File: src/rtl/regfile_write_arbiter_if.sv
// Write-back bus between the two requesters (ALU, load unit) and the
// register-file write arbiter. The master side is the requester/consumer
// environment. The slave side is the arbiter itself.
interface regfile_write_arbiter_if #(
   parameter int DATA_W = 16
);

   // Port A: ALU write-back
   logic              a_valid;
   logic [2:0]        a_rd;
   logic [DATA_W-1:0] a_data;
   logic              a_ready;

   // Port B: memory load write-back
   logic              b_valid;
   logic [2:0]        b_rd;
   logic [DATA_W-1:0] b_data;
   logic              b_ready;

   // Pipeline flush: discards both holding entries
   logic              flush;

   // Register-file write port: one-hot strobes plus shared data
   logic              regwrite_r1;
   logic              regwrite_r2;
   logic              regwrite_r3;
   logic              regwrite_r4;
   logic              regwrite_r5;
   logic              regwrite_r6;
   logic              regwrite_r7;
   logic [DATA_W-1:0] writeData;

   // Registers with a held, not-yet-issued write (bit i-1 <-> r_i)
   logic [6:0]        pending_mask;

   modport master (
      output a_valid, a_rd, a_data,
      input  a_ready,
      output b_valid, b_rd, b_data,
      input  b_ready,
      output flush,
      input  regwrite_r1, regwrite_r2, regwrite_r3, regwrite_r4,
      input  regwrite_r5, regwrite_r6, regwrite_r7,
      input  writeData,
      input  pending_mask
   );

   modport slave (
      input  a_valid, a_rd, a_data,
      output a_ready,
      input  b_valid, b_rd, b_data,
      output b_ready,
      input  flush,
      output regwrite_r1, regwrite_r2, regwrite_r3, regwrite_r4,
      output regwrite_r5, regwrite_r6, regwrite_r7,
      output writeData,
      output pending_mask
   );

endinterface

File: src/rtl/regfile_write_arbiter.sv
// Register-file write-port arbiter. ALU (port A) and load (port B)
// write-backs each land in a one-entry holder. The older held write issues
// first as a registered one-hot strobe plus writeData. Two writes to the
// same register therefore always retire in acceptance order. A registered
// mask of held destinations is published for decode hazard detection.
module regfile_write_arbiter #(
   parameter int DATA_W = 16
) (
   input  logic                     clk,
   input  logic                     rst,
   regfile_write_arbiter_if.slave   bus
);

   typedef struct packed {
      logic              full;
      logic [2:0]        rd;
      logic [DATA_W-1:0] data;
   } holder_t;

   // One-hot decode of a destination register. r0 maps to no bit.
   function automatic logic [6:0] rd_onehot(input logic [2:0] rd);
      logic [6:0] oh;
      oh = '0;
      for (int i = 1; i < 8; i++) begin
         if (rd == 3'(i)) oh[i-1] = 1'b1;
      end
      return oh;
   endfunction

   holder_t           a_q, a_d;
   holder_t           b_q, b_d;
   logic              b_older_q, b_older_d;   // 1: holder B was loaded before A
   logic [6:0]        pend_q, pend_d;
   logic [6:0]        strobe_q, strobe_d;
   logic [DATA_W-1:0] wdata_q, wdata_d;

   logic              grant_a, grant_b;
   logic              a_ready, b_ready;
   logic              load_a, load_b;

   // Oldest-first grant on holder state. A flush suppresses any grant, so no strobe follows it.
   always_comb begin
      // NOTE: every always_comb output gets a default first so no path can infer a latch.
      grant_a = 1'b0;
      grant_b = 1'b0;
      if (!bus.flush) begin
         if (a_q.full && b_q.full) begin
            if (b_older_q) grant_b = 1'b1;
            else           grant_a = 1'b1;
         end else if (a_q.full) begin
            grant_a = 1'b1;
         end else if (b_q.full) begin
            grant_b = 1'b1;
         end
      end
   end

   // A holder can accept when empty or draining this edge. Accepts are blocked during reset and flush.
   assign a_ready = ~rst & ~bus.flush & (~a_q.full | grant_a);
   assign b_ready = ~rst & ~bus.flush & (~b_q.full | grant_b);

   // Writes to r0 are consumed by the handshake but never stored.
   assign load_a = bus.a_valid & a_ready & (bus.a_rd != 3'd0);
   assign load_b = bus.b_valid & b_ready & (bus.b_rd != 3'd0);

   // Next holder, age and pending-mask state.
   always_comb begin
      a_d       = a_q;
      b_d       = b_q;
      b_older_d = b_older_q;

      if (bus.flush) begin
         a_d.full  = 1'b0;
         b_d.full  = 1'b0;
         b_older_d = 1'b0;
      end else begin
         if (load_a) begin
            a_d.full = 1'b1;
            a_d.rd   = bus.a_rd;
            a_d.data = bus.a_data;
         end else if (grant_a) begin
            a_d.full = 1'b0;
         end

         if (load_b) begin
            b_d.full = 1'b1;
            b_d.rd   = bus.b_rd;
            b_d.data = bus.b_data;
         end else if (grant_b) begin
            b_d.full = 1'b0;
         end

         // The entry that stays put is older than a freshly loaded one.
         // Simultaneous loads leave A older.
         if (load_a && load_b)
            b_older_d = 1'b0;
         else if (load_a && b_q.full && !grant_b)
            b_older_d = 1'b1;
         else if (load_b && a_q.full && !grant_a)
            b_older_d = 1'b0;
      end

      pend_d = (a_d.full ? rd_onehot(a_d.rd) : 7'd0) |
               (b_d.full ? rd_onehot(b_d.rd) : 7'd0);
   end

   // Issue: the granted holder becomes a one-cycle strobe. writeData holds between issues.
   always_comb begin
      strobe_d = '0;
      wdata_d  = wdata_q;
      if (grant_a) begin
         strobe_d = rd_onehot(a_q.rd);
         wdata_d  = a_q.data;
      end else if (grant_b) begin
         strobe_d = rd_onehot(b_q.rd);
         wdata_d  = b_q.data;
      end
   end

   // State and output registers with asynchronous reset.
   always_ff @(posedge clk or posedge rst) begin
      if (rst) begin
         // NOTE: holder data is reset along with the full flags. It is only a few flops, and it keeps writeData and the holders deterministic after reset.
         a_q       <= '0;
         b_q       <= '0;
         b_older_q <= 1'b0;
         pend_q    <= '0;
         strobe_q  <= '0;
         wdata_q   <= '0;
      end else begin
         // NOTE: sequential state uses non-blocking assignments only, so every register samples pre-edge values.
         a_q       <= a_d;
         b_q       <= b_d;
         b_older_q <= b_older_d;
         pend_q    <= pend_d;
         strobe_q  <= strobe_d;
         wdata_q   <= wdata_d;
      end
   end

   assign bus.a_ready      = a_ready;
   assign bus.b_ready      = b_ready;
   assign bus.regwrite_r1  = strobe_q[0];
   assign bus.regwrite_r2  = strobe_q[1];
   assign bus.regwrite_r3  = strobe_q[2];
   assign bus.regwrite_r4  = strobe_q[3];
   assign bus.regwrite_r5  = strobe_q[4];
   assign bus.regwrite_r6  = strobe_q[5];
   assign bus.regwrite_r7  = strobe_q[6];
   assign bus.writeData    = wdata_q;
   assign bus.pending_mask = pend_q;

   // More than one write strobe in a cycle would corrupt the register file.
   strobe_onehot_a : assert property (@(posedge clk) disable iff (rst) $onehot0(strobe_q));

endmodule
File: src/flat_wrapper.sv
// flat-port wrapper written by rule: the top's interface ports become plain ports
module regfile_write_arbiter_flat 
#(
   parameter int DATA_W = 16
)
  (clk, rst, bus_a_valid, bus_a_rd, bus_a_data, bus_a_ready, bus_b_valid, bus_b_rd, bus_b_data, bus_b_ready, bus_flush, bus_regwrite_r1, bus_regwrite_r2, bus_regwrite_r3, bus_regwrite_r4, bus_regwrite_r5, bus_regwrite_r6, bus_regwrite_r7, bus_writeData, bus_pending_mask);
  regfile_write_arbiter_if #(.DATA_W(DATA_W)) bus_i ();
  input  logic clk;
  input  logic rst;
  input wire logic [$bits(bus_i.a_valid)-1:0] bus_a_valid;
  input wire logic [$bits(bus_i.a_rd)-1:0] bus_a_rd;
  input wire logic [$bits(bus_i.a_data)-1:0] bus_a_data;
  output wire logic [$bits(bus_i.a_ready)-1:0] bus_a_ready;
  input wire logic [$bits(bus_i.b_valid)-1:0] bus_b_valid;
  input wire logic [$bits(bus_i.b_rd)-1:0] bus_b_rd;
  input wire logic [$bits(bus_i.b_data)-1:0] bus_b_data;
  output wire logic [$bits(bus_i.b_ready)-1:0] bus_b_ready;
  input wire logic [$bits(bus_i.flush)-1:0] bus_flush;
  output wire logic [$bits(bus_i.regwrite_r1)-1:0] bus_regwrite_r1;
  output wire logic [$bits(bus_i.regwrite_r2)-1:0] bus_regwrite_r2;
  output wire logic [$bits(bus_i.regwrite_r3)-1:0] bus_regwrite_r3;
  output wire logic [$bits(bus_i.regwrite_r4)-1:0] bus_regwrite_r4;
  output wire logic [$bits(bus_i.regwrite_r5)-1:0] bus_regwrite_r5;
  output wire logic [$bits(bus_i.regwrite_r6)-1:0] bus_regwrite_r6;
  output wire logic [$bits(bus_i.regwrite_r7)-1:0] bus_regwrite_r7;
  output wire logic [$bits(bus_i.writeData)-1:0] bus_writeData;
  output wire logic [$bits(bus_i.pending_mask)-1:0] bus_pending_mask;
  assign bus_i.a_valid = bus_a_valid;
  assign bus_i.a_rd = bus_a_rd;
  assign bus_i.a_data = bus_a_data;
  assign bus_a_ready = bus_i.a_ready;
  assign bus_i.b_valid = bus_b_valid;
  assign bus_i.b_rd = bus_b_rd;
  assign bus_i.b_data = bus_b_data;
  assign bus_b_ready = bus_i.b_ready;
  assign bus_i.flush = bus_flush;
  assign bus_regwrite_r1 = bus_i.regwrite_r1;
  assign bus_regwrite_r2 = bus_i.regwrite_r2;
  assign bus_regwrite_r3 = bus_i.regwrite_r3;
  assign bus_regwrite_r4 = bus_i.regwrite_r4;
  assign bus_regwrite_r5 = bus_i.regwrite_r5;
  assign bus_regwrite_r6 = bus_i.regwrite_r6;
  assign bus_regwrite_r7 = bus_i.regwrite_r7;
  assign bus_writeData = bus_i.writeData;
  assign bus_pending_mask = bus_i.pending_mask;
  regfile_write_arbiter #(.DATA_W(DATA_W)) u_core (.clk(clk), .rst(rst), .bus(bus_i));
endmodule
File: config.mk
export PLATFORM = sky130hd
export DESIGN_NAME = regfile_write_arbiter_flat
export DESIGN_NICKNAME = d
export VERILOG_FILES = /design/src/rtl/regfile_write_arbiter_if.sv /design/src/rtl/regfile_write_arbiter.sv /design/src/flat_wrapper.sv
export SDC_FILE = /design/constraint.sdc
export NUM_CORES = 1
export LEC_CHECK = 0
export BUFFER_PORTS_ARGS = -buffer_cell sky130_fd_sc_hd__buf_2
export CORE_MARGIN = 4
export CORE_UTILIZATION = 58
export CTS_CLUSTER_SIZE = 28
export DETAILED_ROUTE_END_ITERATION = 16
export GPL_ROUTABILITY_DRIVEN = 0
export PLACE_DENSITY_LB_ADDON = 0.2
export SYNTH_ARGS = -nofsm -noshare
export SYNTH_HDL_FRONTEND = slang
export SYNTH_SLANG_ARGS = --single-unit
File: constraint.sdc
create_clock -name clk -period 4.82 [get_ports clk]
set_input_delay 0.723 -clock clk [delete_from_list [all_inputs] [get_ports clk]]
set_output_delay 0.723 -clock clk [all_outputs]
set_load 0.02 [all_outputs]
Word-level counts from Yosys, hierarchy flattened. Index checks and enable logic that the tools add are counted.

Equality and inequality tests: 28. Multiplexer cells: 57. Bitwise gates (word level): 14. Reduce and logical (&&, ||, !) cells: 14.

Operators with widths (number): $mux 19 (4); $eq 3x3->1 const B (16); $mux 1 (47); $mux 16 (2); $mux 7 (4); $eq 3x2->1 const B (8); $eq 3x1->1 const B (4); $and 1x1->1 (7); $or 7x7->7 (1); $logic_and 1x1->1 (6); $reduce_bool 3->1 (2); $not 1->1 (4); $reduce_and 2->1 (2); $reduce_bool 4->1 (1); $logic_not 1->1 (2); $or 1x1->1 (2); $reduce_bool 2->1 (1).

Register bits after elaboration: 71. Input bits: 43. Output and inout bits: 32. Word-level logic and storage cells: 123.

Logic depth before layout (Yosys ltp).
Depth in word-level cells: 14. Gate-level depth with buffers: 6. Depth with buffers taken out: 4.

Least setup slack after synthesis. OpenSTA, ideal clock, no wires.

Path kind: input port to flip-flop. Start point: in rst. End point: reg u_core.pend_q[3], in the netlist u_core.bus.pending_mask[3]. Setup time: 67 ps. Data arrival time: 2889 ps. Data required time: 4753 ps. Path slack: 1864 ps. Cell stages on the path: 4. Path buffers: 0. Cell sequence: inv_1 > nand4_1 > a21oi_1 > a32o_1.

Longest elaborated chain between the ends: 11. Elaborated cells on any way between the ends: 23. Those cells by class: eq/ne (2); mux (12); bitwise (9).

RTL lines: from (decl) (line flat_wrapper.sv:9) `input logic rst;`; $not 1->1 (*) (line regfile_write_arbiter.sv:59, regfile_write_arbiter.sv:60); $and 1x1->1 (*) (line regfile_write_arbiter.sv:59, regfile_write_arbiter.sv:60); $and 1x1->1 (on tied branches) (line regfile_write_arbiter.sv:59, regfile_write_arbiter.sv:60); $and 1x1->1 (on tied branches) (2 in series) (line regfile_write_arbiter.sv:63, regfile_write_arbiter.sv:64); $mux 19 (on tied branches) (line regfile_write_arbiter.sv:77, regfile_write_arbiter.sv:85); $mux 19 (line regfile_write_arbiter.sv:72) `if (bus.flush) begin`; $eq 3x3->1 (line regfile_write_arbiter.sv:25) `if (rd == 3'(i)) oh[i-1] = 1'b1;`; $mux 1 (line regfile_write_arbiter.sv:25); $mux 7 (on tied branches) (line regfile_write_arbiter.sv:103, regfile_write_arbiter.sv:104); $or 7x7->7 (*) (line regfile_write_arbiter.sv:103) `pend_d = (a_d.full ? rd_onehot(a_d.rd) : 7'd0) |`; net u_core.pend_d[3] (line regfile_write_arbiter.sv:33) `logic [6:0] pend_q, pend_d;`; to (signal assigned) (line regfile_write_arbiter.sv:135) `pend_q <= pend_d;`; to (decl) (line regfile_write_arbiter.sv:33).

Mark *: on every way through the listed nets, which the timed path passes. The rest lies on a longest branch. A chain may end at the register's enable or synchronous reset.

Final worst setup path.
Start point: in bus_flush. End point: reg u_core.b_q[14] (netlist name).

Longest elaborated chain between the ends: 6. Elaborated cells on any way between the ends: 8. Those cells by class: mux (1); bitwise (6); reduce/logical (1).

RTL lines: from (decl) (line flat_wrapper.sv:18) `input wire logic [$bits(bus_i.flush)-1:0] bus_flush;`; $mux 1 / $not 1->1 (equally long branches); $or 1x1->1 / $and 1x1->1 (equally long branches) (line regfile_write_arbiter.sv:60) `assign b_ready = ~rst & ~bus.flush & (~b_q.full | grant_b);`; $and 1x1->1 (line regfile_write_arbiter.sv:60); $and 1x1->1 (2 in series) (line regfile_write_arbiter.sv:64) `assign load_b = bus.b_valid & b_ready & (bus.b_rd != 3'd0);`; $reduce_and 2->1 (no line) (*); to (signal assigned) (line regfile_write_arbiter.sv:125) `b_q <= '0;`; to (signal assigned) (line regfile_write_arbiter.sv:133) `b_q <= b_d;`; to (decl) (line regfile_write_arbiter.sv:31) `holder_t b_q, b_d;`.

Every way passes the cells marked *; elsewhere a longest branch is shown, timed or not.

==> results_dict.tcl <==
set metrics [dict create \
    clk_pin_slew_worst_paths_ps 70 \
    finalSetupViolCount 0 \
    cts_resized 0 \
    via_per_inst 5.62 \
    whs_endpoint "u_core.bus.writeData[1]$_DFFE_PP0P_" \
    cts_tree "built" \
    numCtsBuffers 9 \
    path_cells "buf_2, nor3b_2, nand3_1, mux2_2" \
    worstHoldPathCells 2 \
    cp.arrival_ps 2690 \
    drive_gt1_frac 0.410 \
    postCtsSetupBuffers 0 \
    drc 0 \
    ant_nets 0 \
    diodes 0 \
    core-area_um2 5240 \
    ir_worst_vdd_mv 0.280 \
    grt_max_degree 72 \
    grt_pass1_vias 2162 \
    critical_path.max_stage_delay_ps 810 \
    std_cell_rows 26 \
    grt_usage 0.214 \
    cap_violations 0 \
    ys_types 40 \
    worst_pin_slew_ps 1130 \
    cts_sinks 71 \
    regToRegEndpoint "u_core.a_q[1]$_DFFE_PP0P_" \
    synth-edff-count 0 \
    r2r_slack_ps 2500 \
    place_ws_ps 2000 \
    initial_utilization 0.616 \
    synthesis.area_um2 3230 \
    portBuffers 74 \
    cts_buffer_depth 2 \
    synth_area_leader_cell "dfrtp_1" \
    grt_pass1_wl_um 10800 \
    finalWorstSetupSlack_ps 2350 \
    die_area_um2 6820 \
    slew_viol_final 0 \
    power.leakage_nw 2.00 \
    ys_top_cells_by_count "dfrtp_1 (71), nand2_1 (25), mux2_4 (18), o21ai_0 (18)" \
    postCtsHoldBufs 0 \
    tns_ps 0 \
    status "completed" \
    max_slew_margin 0.244 \
    dpl.hpwl_um 4720 \
    synthesis.nets 297 \
    synthTopCellsByArea "dfrtp_1 (55%), mux2_4 (8.4%), mux2_2 (5.6%)" \
    cp-end-kind "flip-flop" \
    clkLatencyLatePin_ps 340 \
    critical_path_class "input port to flip-flop" \
    synthesis.instances 254 \
    clock-skew-final_ps 7.89 \
    clock-root-buffer "clkbuf_8" \
    worstPathMaxFanout 20 \
    synthMostInstantiatedCell "dfrtp_1" \
    syn_avg_cell_area_um2 12.7 \
    yosysTopAreaCellShare 0.551 \
    r2r_start "u_core.a_q[19]$_DFF_PP0_" \
    areaGrowthSynthToFinish_pct 18.9 \
    wirelength_um 6700 \
    antenna_found_initial 0 \
    fin_crit_sh 0.512 \
    fin_cells 402 \
    final-hold-violation-count 0 \
    p_per_area_nw_per_um2 427 \
    die_w_um 82.6 \
    seq_area_frac_synth 0.551 \
    fin_nets 370 \
    dp_cells 386 \
    drt-pass1-iter-count 4 \
    synthArstFlopShare 1.00 \
    post_drt_wl_per_cell_um 16.7 \
    rsz0062_at_grt "false" \
    dr_total_vias 2259 \
    ys_warn_count 0 \
    hold_path_class "flip-flop to flip-flop" \
    required_ps 5040 \
    critPathLaunchType "input port" \
    period_needed_ps 2470 \
    min_from "u_core.bus.writeData[1]$_DFFE_PP0P_" \
    htree_levels 3 \
    io_pins 75 \
    ys.flop_type "dfrtp_1" \
    fmax_mhz 405 \
    crit_path_top_delay_cell "nand3_1" \
    rr_worst_depth 3 \
    drt_iter0_drc 118 \
    fp.dieH_um 82.6 \
    ys_ff_latch 71 \
    grt_overflow 0 \
]
## worst max-delay path by stage
stage / from / to / slack, ps / depth (start not counted)
floorplan: rst / u_core.bus.pending_mask[3]$_DFF_PP0_ / 1860 / 4
global placement: bus_flush / u_core.b_q[0]$_DFFE_PP0P_ / 2040 / 4
detailed placement: bus_flush / u_core.b_q[9]$_DFFE_PP0P_ / 2000 / 4
CTS: bus_flush / u_core.b_q[11]$_DFFE_PP0P_ / 2360 / 4
global route: bus_flush / u_core.b_q[11]$_DFFE_PP0P_ / 2270 / 4
finish: bus_flush / u_core.b_q[14]$_DFFE_PP0P_ / 2350 / 4
## cells in the final DEF (no fill, tap or decap), types with 2 or more instances in the layout
cell,synthesis,layout
mux2i_1,16,16
clkinv_2,0,3
nand2b_1,7,7
clkbuf_8,0,10
o32ai_1,4,4
and2_1,2,2
a22o_1,8,8
a31oi_1,6,6
nor2b_1,2,2
mux2_4,18,18
buf_2,4,74
bufinv_16,0,2
nand2_1,25,25
o22ai_1,7,7
dfrtp_1,71,71
or2_2,2,2
o21ai_0,18,18
nor3b_1,5,5
nand3_1,6,6
or3_1,2,2
mux2_2,16,16
o211ai_1,2,2
a21oi_1,6,6
## flip-flops by register name, indices dropped and copies added, names as in the netlist
name / flops
u_core.a_q: 20
u_core.b_older_q: 1
u_core.b_q: 20
u_core.bus.pending_mask: 7
u_core.bus.writeData: 16
u_core.strobe_q: 7
## routing by layer
| metal | global-route usage | routed length (um) | up-vias |
|---|---|---|---|
| met5 | 0 | 0 | - |
| met1 | 0.291 | 2910 | 1089 |
| li1 | - | - | 1082 |
| met4 | 0.0670 | 78 | 0 |
| met3 | 0.0629 | 387 | 9 |
| met2 | 0.332 | 3320 | 79 |
## worst max-delay path: cells and delay by family
kind	cells	cell delay, ps
AND/OR/NAND/NOR	2	1180
multiplexers	1	570
buffers and inverters	1	200
## kinds of logic (layout without fill, tap and decap cells)
| logic type | count (synthesis) | count (layout) | synth area share |
|---|---|---|---|
| buf+inv | 14 | 92 | 0.0260 |
| compound gates | 60 | 60 | 0.131 |
| simple gates | 59 | 59 | 0.103 |
| mux | 50 | 50 | 0.189 |
| flops | 71 | 71 | 0.551 |
## cell type report
| class | instances | area, um2 |
|---|---|---|
| inverter | 1 | 3.75 |
| sequential | 71 | 1780 |
| timing repair buffer | 75 | 378 |
| multi-input combinational | 169 | 1370 |
| clock inverter | 6 | 83.8 |
| fill | 382 | 1400 |
| tap | 70 | 87.6 |
| clock buffer | 10 | 138 |
## power breakdown
| group | internal (W) | leakage, nW | switching, W | total, W |
|---|---|---|---|---|
| logic | 0.000160 | 0.989 | 0.000177 | 0.000337 |
| clock network | 0.000304 | 0.116 | 0.000219 | 0.000523 |
| registers | 0.000705 | 0.892 | 0.0000726 | 0.000778 |
## stage by stage
step	utilization	instance area, um2	power [W]	hold WS [ps]
2_1_floorplan	-	3230	0.00101	479
3_3_place_gp	0.690	3620	0.00111	456
3_5_place_dp	0.690	3620	0.00113	467
4_1_cts	0.733	3840	0.00165	483
5_1_grt	0.733	3840	0.00172	506
6_report	0.733	3840	0.00164	474
Power figures use the tool's default switching activity.
